==> config.mk <==
export PLATFORM = sky130hd
export DESIGN_NAME = write_pointer_full_block
export DESIGN_NICKNAME = d
export VERILOG_FILES = /design/src/rtl/async_fifo_pkg.sv /design/src/rtl/gray_to_binary_block.sv /design/src/rtl/write_pointer_full_block.sv
export SDC_FILE = /design/constraint.sdc
export NUM_CORES = 1
export LEC_CHECK = 0
export CORE_UTILIZATION = 30
export DETAILED_ROUTE_END_ITERATION = 8
export PLACE_DENSITY = 0.65
export SYNTH_ARGS = -nofsm -noshare
export SYNTH_HDL_FRONTEND = slang
export SYNTH_HIERARCHICAL = 1
export SYNTH_SLANG_ARGS = --single-unit
export TNS_END_PERCENT = 100
==> constraint.sdc <==
create_clock -name write_clock_i -period 4.12 [get_ports write_clock_i]
set_clock_uncertainty 0.05 [all_clocks]
set_input_delay 0.412 -clock write_clock_i [delete_from_list [all_inputs] [get_ports write_clock_i]]
set_output_delay 0.412 -clock write_clock_i [all_outputs]
set_load 0.1 [all_outputs]
==> src/rtl/async_fifo_pkg.sv <==
// -----------------------------------------------------------------------------
// async_fifo_pkg
// Shared definitions for the asynchronous FIFO pointer blocks.
//   ADDR_SIZE_DEFAULT             : default FIFO address width (depth = 2**3)
//   ALMOST_FULL_THRESHOLD_DEFAULT : default almost-full fill level
//   CONV_W                        : working width of the Gray conversion helpers
//   WRITE_LEVEL_ENABLED           : 1 when the build defines WRITE_LEVEL_EN
//   bin_to_gray / gray_to_bin     : pointer code conversions
// Pointers narrower than CONV_W are zero-extended before conversion; leading
// zeros leave both conversions unchanged in the low bits, so callers simply
// cast the result back to their own width.
// -----------------------------------------------------------------------------
package async_fifo_pkg;

    localparam int ADDR_SIZE_DEFAULT             = 3;
    localparam int ALMOST_FULL_THRESHOLD_DEFAULT = 6;
    localparam int CONV_W                        = 32;

`ifdef WRITE_LEVEL_EN
    localparam bit WRITE_LEVEL_ENABLED = 1'b1;
`else
    localparam bit WRITE_LEVEL_ENABLED = 1'b0;
`endif

    function automatic logic [CONV_W-1:0] bin_to_gray(input logic [CONV_W-1:0] bin);
        return bin ^ (bin >> 1);
    endfunction

    // Each binary bit is the XOR of all Gray bits at or above it.
    function automatic logic [CONV_W-1:0] gray_to_bin(input logic [CONV_W-1:0] gray);
        logic [CONV_W-1:0] bin;
        bin[CONV_W-1] = gray[CONV_W-1];
        for (int i = CONV_W - 2; i >= 0; i--) begin
            bin[i] = bin[i+1] ^ gray[i];
        end
        return bin;
    endfunction

endpackage

==> src/rtl/gray_to_binary_block.sv <==
// -----------------------------------------------------------------------------
// gray_to_binary_block
// Purely combinational Gray-to-binary decoder for a FIFO pointer.
// Parameters:
//   width  : pointer width in bits
// Ports:
//   i_gray : Gray-coded pointer
//   o_bin  : binary equivalent
// -----------------------------------------------------------------------------
module gray_to_binary_block
    import async_fifo_pkg::*;
#(
    parameter int width = ADDR_SIZE_DEFAULT + 1
) (
    input  logic [width-1:0] i_gray,
    output logic [width-1:0] o_bin
);

    assign o_bin = width'(gray_to_bin(CONV_W'(i_gray)));

endmodule

==> src/rtl/write_pointer_full_block.sv <==
// -----------------------------------------------------------------------------
// write_pointer_full_block
// Write-domain half of an asynchronous FIFO: owns the write pointer, produces
// the Gray pointer for the read-domain synchronizer and the full / almost-full
// / level / overflow status seen by the producer.
//
// Build option:
//   WRITE_LEVEL_EN : when defined, write_level_o and write_almost_full_o are
//                    computed from the synchronized read pointer; otherwise
//                    both are constant 0 and no Gray decode is built.
//
// Parameters:
//   addr_size             : address width, depth = 2**addr_size (>= 2)
//   almost_full_threshold : level at or above which almost-full asserts
//
// Ports (all state on the rising edge of write_clock_i):
//   write_clock_i           in   write-domain clock
//   write_reset_i           in   synchronous active-high reset
//   write_en_i              in   producer write request
//   read_to_write_pointer_i in   Gray read pointer, already synchronized
//   write_accept_o          out  memory write enable (comb)
//   write_address_o         out  memory write address
//   write_pointer_o         out  registered Gray write pointer
//   write_full_o            out  registered full flag
//   write_almost_full_o     out  registered almost-full flag
//   write_level_o           out  registered fill level (0..depth)
//   write_overflow_o        out  sticky write-while-full flag
// -----------------------------------------------------------------------------
module write_pointer_full_block
    import async_fifo_pkg::*;
#(
    parameter int addr_size             = ADDR_SIZE_DEFAULT,
    parameter int almost_full_threshold = ALMOST_FULL_THRESHOLD_DEFAULT
) (
    input  logic                 write_clock_i,
    input  logic                 write_reset_i,
    input  logic                 write_en_i,
    input  logic [addr_size:0]   read_to_write_pointer_i,
    output logic                 write_accept_o,
    output logic [addr_size-1:0] write_address_o,
    output logic [addr_size:0]   write_pointer_o,
    output logic                 write_full_o,
    output logic                 write_almost_full_o,
    output logic [addr_size:0]   write_level_o,
    output logic                 write_overflow_o
);

    localparam int PW = addr_size + 1;

    logic [PW-1:0] r_bin;
    logic [PW-1:0] r_gray;
    logic          r_full;
    logic          r_almost_full;
    logic [PW-1:0] r_level;
    logic          r_overflow;

    logic [PW-1:0] w_bin_next;
    logic [PW-1:0] w_gray_next;
    logic [PW-1:0] w_full_pattern;
    logic          w_full_next;
    logic [PW-1:0] w_level_next;
    logic          w_almost_full_next;

    // A request while full is dropped here, so the pointer never overruns.
    assign write_accept_o = write_en_i & ~r_full;

    assign w_bin_next  = r_bin + PW'(write_accept_o);
    assign w_gray_next = PW'(bin_to_gray(CONV_W'(w_bin_next)));

    // The write pointer is exactly one lap (2**addr_size entries) ahead of the
    // read pointer when, in Gray code, the top two bits are inverted and the
    // rest match.
    assign w_full_pattern = {~read_to_write_pointer_i[PW-1:PW-2],
                             read_to_write_pointer_i[PW-3:0]};
    assign w_full_next    = (w_gray_next == w_full_pattern);

`ifdef WRITE_LEVEL_EN
    logic [PW-1:0] w_read_bin;

    gray_to_binary_block #(
        .width (PW)
    ) u_read_decode (
        .i_gray (read_to_write_pointer_i),
        .o_bin  (w_read_bin)
    );

    // Modular subtraction stays correct across pointer wrap.
    assign w_level_next       = w_bin_next - w_read_bin;
    assign w_almost_full_next = (w_level_next >= PW'(almost_full_threshold));
`else
    assign w_level_next       = '0;
    assign w_almost_full_next = 1'b0;
`endif

    // NOTE: non-blocking assignments make every register here sample the
    // pre-edge values, so the ordering of statements inside this block cannot
    // change behaviour.
    always_ff @(posedge write_clock_i) begin
        if (write_reset_i) begin
            r_bin         <= '0;
            r_gray        <= '0;
            r_full        <= 1'b0;
            r_almost_full <= 1'b0;
            r_level       <= '0;
            r_overflow    <= 1'b0;
        end else begin
            r_bin         <= w_bin_next;
            r_gray        <= w_gray_next;
            r_full        <= w_full_next;
            r_almost_full <= w_almost_full_next;
            r_level       <= w_level_next;
            r_overflow    <= r_overflow | (write_en_i & r_full);
        end
    end

    assign write_address_o     = r_bin[addr_size-1:0];
    assign write_pointer_o     = r_gray;
    assign write_full_o        = r_full;
    assign write_almost_full_o = r_almost_full;
    assign write_level_o       = r_level;
    assign write_overflow_o    = r_overflow;

endmodule
==> impl_metrics.py, run 1 <==
metrics = {
    "run_status": {
        "status": "finished clean",
    },
    "sta": {
        "hold_violations": 0,
        "tns_ns": 0,
        "fin_ws_ns": 1.449,
        "fin_crit_sh": 0.6483,
        "setup_violations": 0,
        "tightestPinTransition_ns": 0.9811,
        "slew_violations": 0,
        "whs_ns": 0.4225,
        "max_clock_freq_ghz": 0.3744,
        "slew_headroom": 0.3439,
        "rsz0062_at_grt": "false",
        "fin_crit_ns": 2.671,
    },
    "routing": {
        "firstDrtPassIters": 2,
        "drtIter0Drc": 1,
        "wl_um": 755,
        "post_drt_wl_per_cell_um": 9.934,
        "detail-route-antenna-nets": 0,
        "route.detailed.drc": 0,
        "vias_per_cell": 4.355,
        "vias": 331,
    },
    "worst_setup_path": {
        "crit_slowest_cell": "clkdlybuf4s50_1",
        "r2r_slack_ns": 2.20,
        "cp_cell_sequence": "clkdlybuf4s50_1 -> nor2b_1 -> clkdlybuf4s50_1",
        "crit_family": "buffers and inverters",
        "crit_cells": 3,
        "arrival_ns": 2.21,
        "end_kind": "primary output",
        "cpPeakStageDelay_ns": 1.15,
        "cp-start-kind": "input port",
        "worstReg2RegEnd": "write_full_o",
        "critPathKind": "input port to primary output",
        "regToRegStartpoint": "write_full_o",
        "required_ns": 3.66,
        "cp_common_cell": "clkdlybuf4s50_1",
        "path_buf_inv": 2,
        "crit_fanout": 2,
        "reg2reg_depth": 6,
    },
    "yosys": {
        "synth_edf_count": 0,
        "ys_top_cells_by_count": "dfxtp_1 (9), nor2_1 (6), xnor2_1 (6)",
        "synth-async-reset-ratio": 0,
        "synthXorXnorAreaFrac": 0.2973,
        "ys.flop_type": "dfxtp_1",
        "avgSynthCellArea_um2": 10.77,
        "synth_mux_area_frac": 0,
        "synth_top_area_share": 0.3892,
        "yosys.area_share.simple": 0.1270,
        "synth_top_area_cell": "dfxtp_1",
        "synth_adder_area_share": 0.05405,
        "yosys-top-cells-area": "dfxtp_1 (39%), xnor3_1 (15%), xnor2_1 (11%)",
        "synth_warnings": 6,
        "synth_seq_area_share": 0.3892,
        "synth_top_family_by_area": "XOR/XNOR gates",
        "syn_area_um2": 462.9,
        "synth_compound_area_frac": 0.03514,
        "synthCells": 43,
        "yosysMostFrequentCell": "dfxtp_1",
        "ys_ff_latch": 9,
        "synthDistinctLibCells": 15,
    },
    "hold_path": {
        "worstHoldStart": "write_overflow_o",
        "whs_endpoint": "write_overflow_o",
        "holdPathStages": 2,
        "hp-class": "flip-flop to flip-flop",
    },
    "cells_and_area": {
        "nets": 71,
        "n_fill_cell": 142,
        "syn_to_final_growth_pct": 38.65,
        "drive_gt1_frac": 0.06557,
        "final_core_util": 0.4698,
        "diodes": 0,
        "final_cells": 76,
        "postLayoutCellArea_um2": 641.9,
    },
    "power": {
        "power_uw": 298.5,
        "power_density_nw_per_um2": 465.0,
        "ir_drop_uv": 159.2,
        "leakagePower_nw": 0.2668,
    },
    "placement": {
        "placed_cell_area_um2": 615.6,
        "gp_congestion": 0.6114,
        "dpl_worst_slack_ns": 1.439,
        "placement.io_buffers": 16,
        "dp.cells": 72,
    },
    "cts": {
        "clkTransAtPathRegs_ns": 0.06,
        "clockBufferDepth": 2,
        "cts_inserted_buffers": 3,
        "cts_tree": "done",
        "clkSinkCount": 9,
        "root_buffer": "clkbuf_4",
        "post_cts_buffers": 0,
        "worstSkewPairLatency_ns": 0.26,
        "cts-resized-gates": 0,
        "h-tree-depth": 1,
        "ctsHoldBuffers": 0,
    },
    "global_routing": {
        "grt_pass1_wl_um": 1083,
        "grt_usage": 0.1071,
        "grt_pass1_vias": 267,
        "grt_max_degree": 10,
        "grt_overflow": 0,
        "antenna_found_initial": 0,
    },
    "job": {
        "maxCapViolations": 0,
    },
    "die": {
        "die_h_um": 41.28,
        "rows": 13,
        "io_pins": 22,
        "core_um2": 1366,
        "initial_utilization": 0.3388,
        "dieArea_um2": 1704,
        "die_x_um": 41.28,
    },
}
[flip-flops by register name, indices dropped and copies added (netlist names)]
name	cells
write_full_o	1
r_bin	4
write_overflow_o	1
write_pointer_o	3
[tightest hold or removal path: stages, from the launching register on]
cell     delay [ns]
dfxtp_1        0.32
a21oi_1        0.04
nor2_1         0.07
[cell families (layout without fill, tap and decap cells)]
family | count (synthesis) | after routing
fa+ha+maj | 2 | 2
xor+xnor | 11 | 11
buf+inv | 6 | 20
flops | 9 | 9
compound gates | 2 | 2
other cells | 1 | 5
simple gates | 12 | 12
[cell usage in the layout, fill, tap and decap left out, types with 2 or more instances in the layout]
cell | Yosys | routed
clkbuf_4 | 0 | 3
ha_1 | 2 | 2
xor2_1 | 2 | 2
dfxtp_1 | 9 | 9
conb_1 | 1 | 5
xnor2_1 | 6 | 6
nor2_1 | 6 | 6
xnor3_1 | 3 | 3
nor2b_1 | 3 | 3
clkdlybuf4s50_1 | 0 | 16
[final cells by class]
class | count | area [µm²] | area share
sequential | 9 | 180.2 | 0.2807
timing repair buffer | 16 | 160.2 | 0.2495
tap | 15 | 18.77 | 0.02924
multi-input combinational | 32 | 256.5 | 0.3996
clock buffer | 4 | 26.28 | 0.04094
[routing by layer]
metal,vias up,part of all wire,global-route usage
li1,167,-,-
met1,147,0.41,0.1169
met2,13,0.47,0.1641
met3,4,0.077,0.01630
met4,0,0.044,0.1210
met5,-,0,0
[report_power, final]
| part | leakage [nW] | switching (mW) | total [mW] | internal, mW |
|---|---|---|---|---|
| Sequential | 0.0734 | 0.00370 | 0.0977 | 0.0940 |
| Clock | 0.0150 | 0.0312 | 0.0685 | 0.0373 |
| Combinational | 0.178 | 0.0930 | 0.132 | 0.0392 |
[worst max-delay path by stage]
stage	start	endpoint	slack [ns]
floorplan	write_full_o	write_full_o	0.42
global placement	write_en_i	write_accept_o	1.47
detailed placement	write_en_i	write_accept_o	1.44
CTS	write_en_i	write_accept_o	1.44
global route	write_en_i	write_accept_o	1.40
finish	write_en_i	write_accept_o	1.45
No activity file was read; power rests on OpenSTA's default activity.
==> run 2, diff against run 1 <==
Settings changed: PLACE_DENSITY 0.65 to 0.67.
Clock period 4.12 ns to 2.2 ns, I/O delays scaled along.
==> impl_metrics.py, run 2 (synthesized netlist as in run 1, its figures left out) <==
metrics = {
    "run_status": {
        "status": "finished clean",
    },
    "sta": {
        "max_clock_freq_ghz": 0.5398,
        "fin_crit_ns": 1.852,
        "rsz0062_at_grt": "false",
        "slew_violations": 0,
        "hold_violations": 0,
        "fin_crit_sh": 0.8420,
        "setup_violations": 0,
        "whs_ns": 0.4207,
        "fin_ws_ns": 0.3475,
    },
    "cells_and_area": {
        "top_register": "r_bin",
        "postLayoutCellArea_um2": 680.7,
        "largest_reg_flops": 4,
        "final_cell_mix": "buf_4 (11), dfxtp_1 (8), xnor2_1 (6), nor2_1 (6), clkdlybuf4s50_1 (6)",
        "nets": 73,
        "drive_gt1_frac": 0.3175,
        "final_common_cell": "buf_4",
        "syn_to_final_growth_pct": 47.03,
        "diodes": 0,
    },
    "die": {
        "core_um2": 1366,
        "io_pins": 22,
        "dieArea_um2": 1704,
        "die_h_um": 41.28,
        "initial_utilization": 0.3388,
        "rows": 13,
        "die_x_um": 41.28,
    },
    "cts": {
        "worstSkewPairLatency_ns": 0.27,
        "h-tree-depth": 1,
        "post_cts_buffers": 0,
        "root_buffer": "clkbuf_4",
        "clockBufferDepth": 2,
        "cts_inserted_buffers": 3,
        "cts_tree": "done",
        "cts-resized-gates": 0,
        "ctsHoldBuffers": 0,
        "clkSinkCount": 9,
        "clkTransAtPathRegs_ns": 0.06,
    },
    "power": {
        "ir_drop_uv": 458.2,
        "pwr-share-comb": 0.458,
        "intPower_uw": 334.1,
        "power_density_nw_per_um2": 853.1,
        "p_sw_frac": 0.4246,
        "switchingPower_uw": 246.6,
        "pwr-share-seq": 0.318,
        "power_uw": 580.7,
        "pwr-share-clk": 0.224,
        "leakagePower_nw": 0.3025,
    },
    "routing": {
        "drtIter0Drc": 3,
        "post_drt_wl_per_cell_um": 9.897,
        "wl_um": 772,
        "route.detailed.drc": 0,
        "firstDrtPassIters": 2,
        "vias_per_cell": 4.321,
        "vias": 337,
        "detail-route-antenna-nets": 0,
    },
    "global_routing": {
        "grt_overflow": 0,
        "antenna_found_initial": 0,
        "grt_pass1_vias": 275,
        "grt_max_degree": 10,
        "grt_pass1_wl_um": 1159,
        "grt_usage": 0.1127,
    },
    "worst_setup_path": {
        "crit_fanout": 4,
        "arrival_ns": 1.98,
        "critPathKind": "input port to flip-flop",
        "cp-start-kind": "input port",
        "required_ns": 2.33,
        "end_kind": "flip-flop",
    },
    "placement": {
        "placed_cell_area_um2": 654.4,
        "dpl_worst_slack_ns": 0.05005,
        "gp_congestion": 0.6607,
        "placement.io_buffers": 16,
    },
    "job": {
        "maxCapViolations": 0,
    },
    "hold_path": {
        "hp-class": "flip-flop to flip-flop",
    },
}
run 2: power groups by stage:
stage,clock [mW],combinational (mW),sequential [mW]
global route,0.151,0.277,0.187
detailed placement,0,0.268,0.189
finish,0.130,0.266,0.185
floorplan,0,0.131,0.283
CTS,0.134,0.268,0.185
global placement,0,0.265,0.189
run 2: cell type report:
| type | count | area [µm²] |
|---|---|---|
| Fill cell | 135 | 685.7 |
| Multi-Input combinational cell | 32 | 289.0 |
| Sequential cell | 9 | 183.9 |
| Clock buffer | 4 | 26.28 |
| Timing Repair Buffer | 18 | 162.7 |
| Tap cell | 15 | 18.77 |
run 2: critical path, stage by stage:
cell and delay (ns):
clkdlybuf4s50_1 0.42, nor2b_4 0.14, ha_4 0.17, ha_4 0.28
xnor3_1 0.42, xnor2_1 0.14, nor4_1 0.19
run 2: metal layers:
metal  wire, µm  GRT usage
met5          0          0
met4         14    0.04839
met3         88    0.07065
met2        372     0.1758
met1        297     0.1201
run 2: path summary, 6_finish.rpt:
kind	startpoint	cells past startpoint	slack (ns)	endpoint
worst max register to register	write_full_o	6	0.45	write_full_o
worst max-delay path	write_en_i	7	0.35	write_full_o
worst min register to register	write_overflow_o	2	0.42	write_overflow_o
worst min-delay path	write_overflow_o	2	0.42	write_overflow_o
run 2: per-stage QoR:
step,cells,utilization,TNS [ns]
after floorplan,47,-,-0.09985
after global placement,74,0.4789,0
after detailed placement,74,0.4789,0
after CTS,78,0.4982,0
after global routing,78,0.4982,0
final,78,0.4982,0
==> run 3, diff against run 2 <==
Settings changed: PLACE_DENSITY 0.67 to 0.65.
Clock period 2.2 ns to 1.9 ns, I/O delays scaled along.
==> impl_metrics.py, run 3 (synthesized netlist as in run 1, its figures left out) <==
metrics = {
    "run_status": {
        "status": "finished clean",
    },
    "global_routing": {
        "grt_pass1_wl_um": 1124,
        "busiest_layer": "met2",
        "met3_usage": 0.03261,
        "grt_pass1_vias": 300,
        "use_met2": 0.1914,
        "grt_overflow": 0,
        "antenna_found_initial": 0,
        "gr-usage-met1": 0.1111,
        "grt_usage": 0.1130,
        "grt_max_degree": 9,
    },
    "cts": {
        "h-tree-depth": 1,
        "post_cts_buffers": 0,
        "clockBufferDepth": 2,
        "clkTransAtPathRegs_ns": 0.07,
        "cts-resized-gates": 0,
        "ctsHoldBuffers": 0,
        "root_buffer": "clkbuf_4",
        "cts_inserted_buffers": 3,
        "clkSinkCount": 9,
        "worstSkewPairLatency_ns": 0.26,
        "cts_tree": "done",
    },
    "die": {
        "die_h_um": 41.28,
        "io_pins": 22,
        "initial_utilization": 0.3388,
        "rows": 13,
        "die_x_um": 41.28,
        "core_um2": 1366,
        "dieArea_um2": 1704,
    },
    "power": {
        "ir_drop_uv": 334.0,
        "power_density_nw_per_um2": 934.8,
        "leakagePower_nw": 0.3354,
    },
    "routing": {
        "drtIter0Drc": 2,
        "vias_per_cell": 4.381,
        "vias": 368,
        "post_drt_wl_per_cell_um": 9.762,
        "firstDrtPassIters": 3,
        "route.detailed.drc": 0,
        "detail-route-antenna-nets": 0,
        "wl_um": 820,
    },
    "worst_setup_path": {
        "crit_family": "XOR/XNOR gates",
        "required_ns": 2.02,
        "crit_fanout": 4,
        "cpPeakStageDelay_ns": 0.42,
        "cp-start-kind": "input port",
        "arrival_ns": 1.94,
        "cp_common_cell": "ha_4",
        "crit_slowest_cell": "clkdlybuf4s50_1",
        "crit_cells": 7,
        "crit_path_start": "write_en_i",
        "critPathKind": "input port to flip-flop",
        "regToRegStartpoint": "write_full_o",
        "end_kind": "flip-flop",
        "cp_cell_sequence": "clkdlybuf4s50_1 -> nor2b_4 -> ha_4 -> ha_4 -> xnor3_1 -> xnor2_1 -> nor4_1",
        "reg2reg_depth": 6,
        "crit_end": "write_full_o",
        "worstReg2RegEnd": "write_full_o",
        "path_buf_inv": 1,
        "r2r_slack_ns": 0.16,
    },
    "placement": {
        "placement.io_buffers": 16,
        "dpl_worst_slack_ns": -0.1944,
        "gp_congestion": 0.6862,
        "placed_cell_area_um2": 706.9,
        "dp.cells": 80,
        "dpl.hpwl_um": 675.2,
    },
    "sta": {
        "slew_violations": 0,
        "tns_ns": 0,
        "max_clock_freq_ghz": 0.5503,
        "hold_violations": 0,
        "fin_crit_ns": 1.817,
        "setup_violations": 0,
        "rsz0062_at_grt": "false",
        "fin_ws_ns": 0.08272,
        "whs_ns": 0.4228,
        "fin_crit_sh": 0.9565,
    },
    "cells_and_area": {
        "diodes": 0,
        "postLayoutCellArea_um2": 734.5,
        "drive_gt1_frac": 0.4058,
        "largest_reg_flops": 4,
        "final_cell_mix": "buf_4 (17), dfxtp_1 (8), xnor2_1 (6), nor2_1 (6), clkdlybuf4s50_1 (6)",
        "top_register": "r_bin",
        "syn_to_final_growth_pct": 58.65,
        "nets": 79,
        "final_common_cell": "buf_4",
        "final_cells": 84,
    },
    "hold_path": {
        "hp-class": "flip-flop to flip-flop",
    },
    "job": {
        "maxCapViolations": 0,
    },
}
-- run 3: per-layer routing --
layer | wire (µm) | share of wire
met5 | 0 | 0
met3 | 49 | 0.060
met2 | 453 | 0.55
met4 | 14 | 0.017
met1 | 301 | 0.37
-- run 3: worst register-to-register path, stage by stage, from the launching register on --
cell and delay (ns):
dfxtp_4 0.37, nor2b_4 0.05, ha_4 0.16, ha_4 0.27
xnor3_1 0.41, xnor2_1 0.14, nor4_1 0.20
-- run 3: how the worst min path moves through the flow --
stage / slack, ns / endpoint / startpoint / cells after the start
after floorplan: 0.28 / write_overflow_o / write_en_i / 2
after global placement: 0.40 / write_overflow_o / write_overflow_o / 2
after detailed placement: 0.41 / write_overflow_o / write_overflow_o / 2
after CTS: 0.43 / write_overflow_o / write_overflow_o / 2
after global routing: 0.48 / write_overflow_o / write_overflow_o / 2
final: 0.42 / write_overflow_o / write_overflow_o / 2
-- run 3: area by class of cell --
class / count / area (µm²)
fill: 137 / 631.9
clock buffer: 3 / 22.52
timing repair buffer: 24 / 207.7
tap: 15 / 18.77
multi-input combinational: 32 / 296.5
clock inverter: 1 / 5.005
sequential: 9 / 183.9
-- run 3: through the flow --
stage          utilization  power [mW]
6_report            0.5375      0.6866
4_1_cts             0.5375      0.6971
3_3_place_gp        0.5174      0.5411
2_1_floorplan            -      0.4788
3_5_place_dp        0.5174      0.5443
5_1_grt             0.5375      0.7296
-- run 3: power by group --
part / internal (mW) / total (mW) / switching [mW]
registers: 0.203 / 0.215 / 0.0114
clock network: 0.0776 / 0.149 / 0.0712
logic: 0.115 / 0.323 / 0.208
total: 0.396 / 0.687 / 0.290
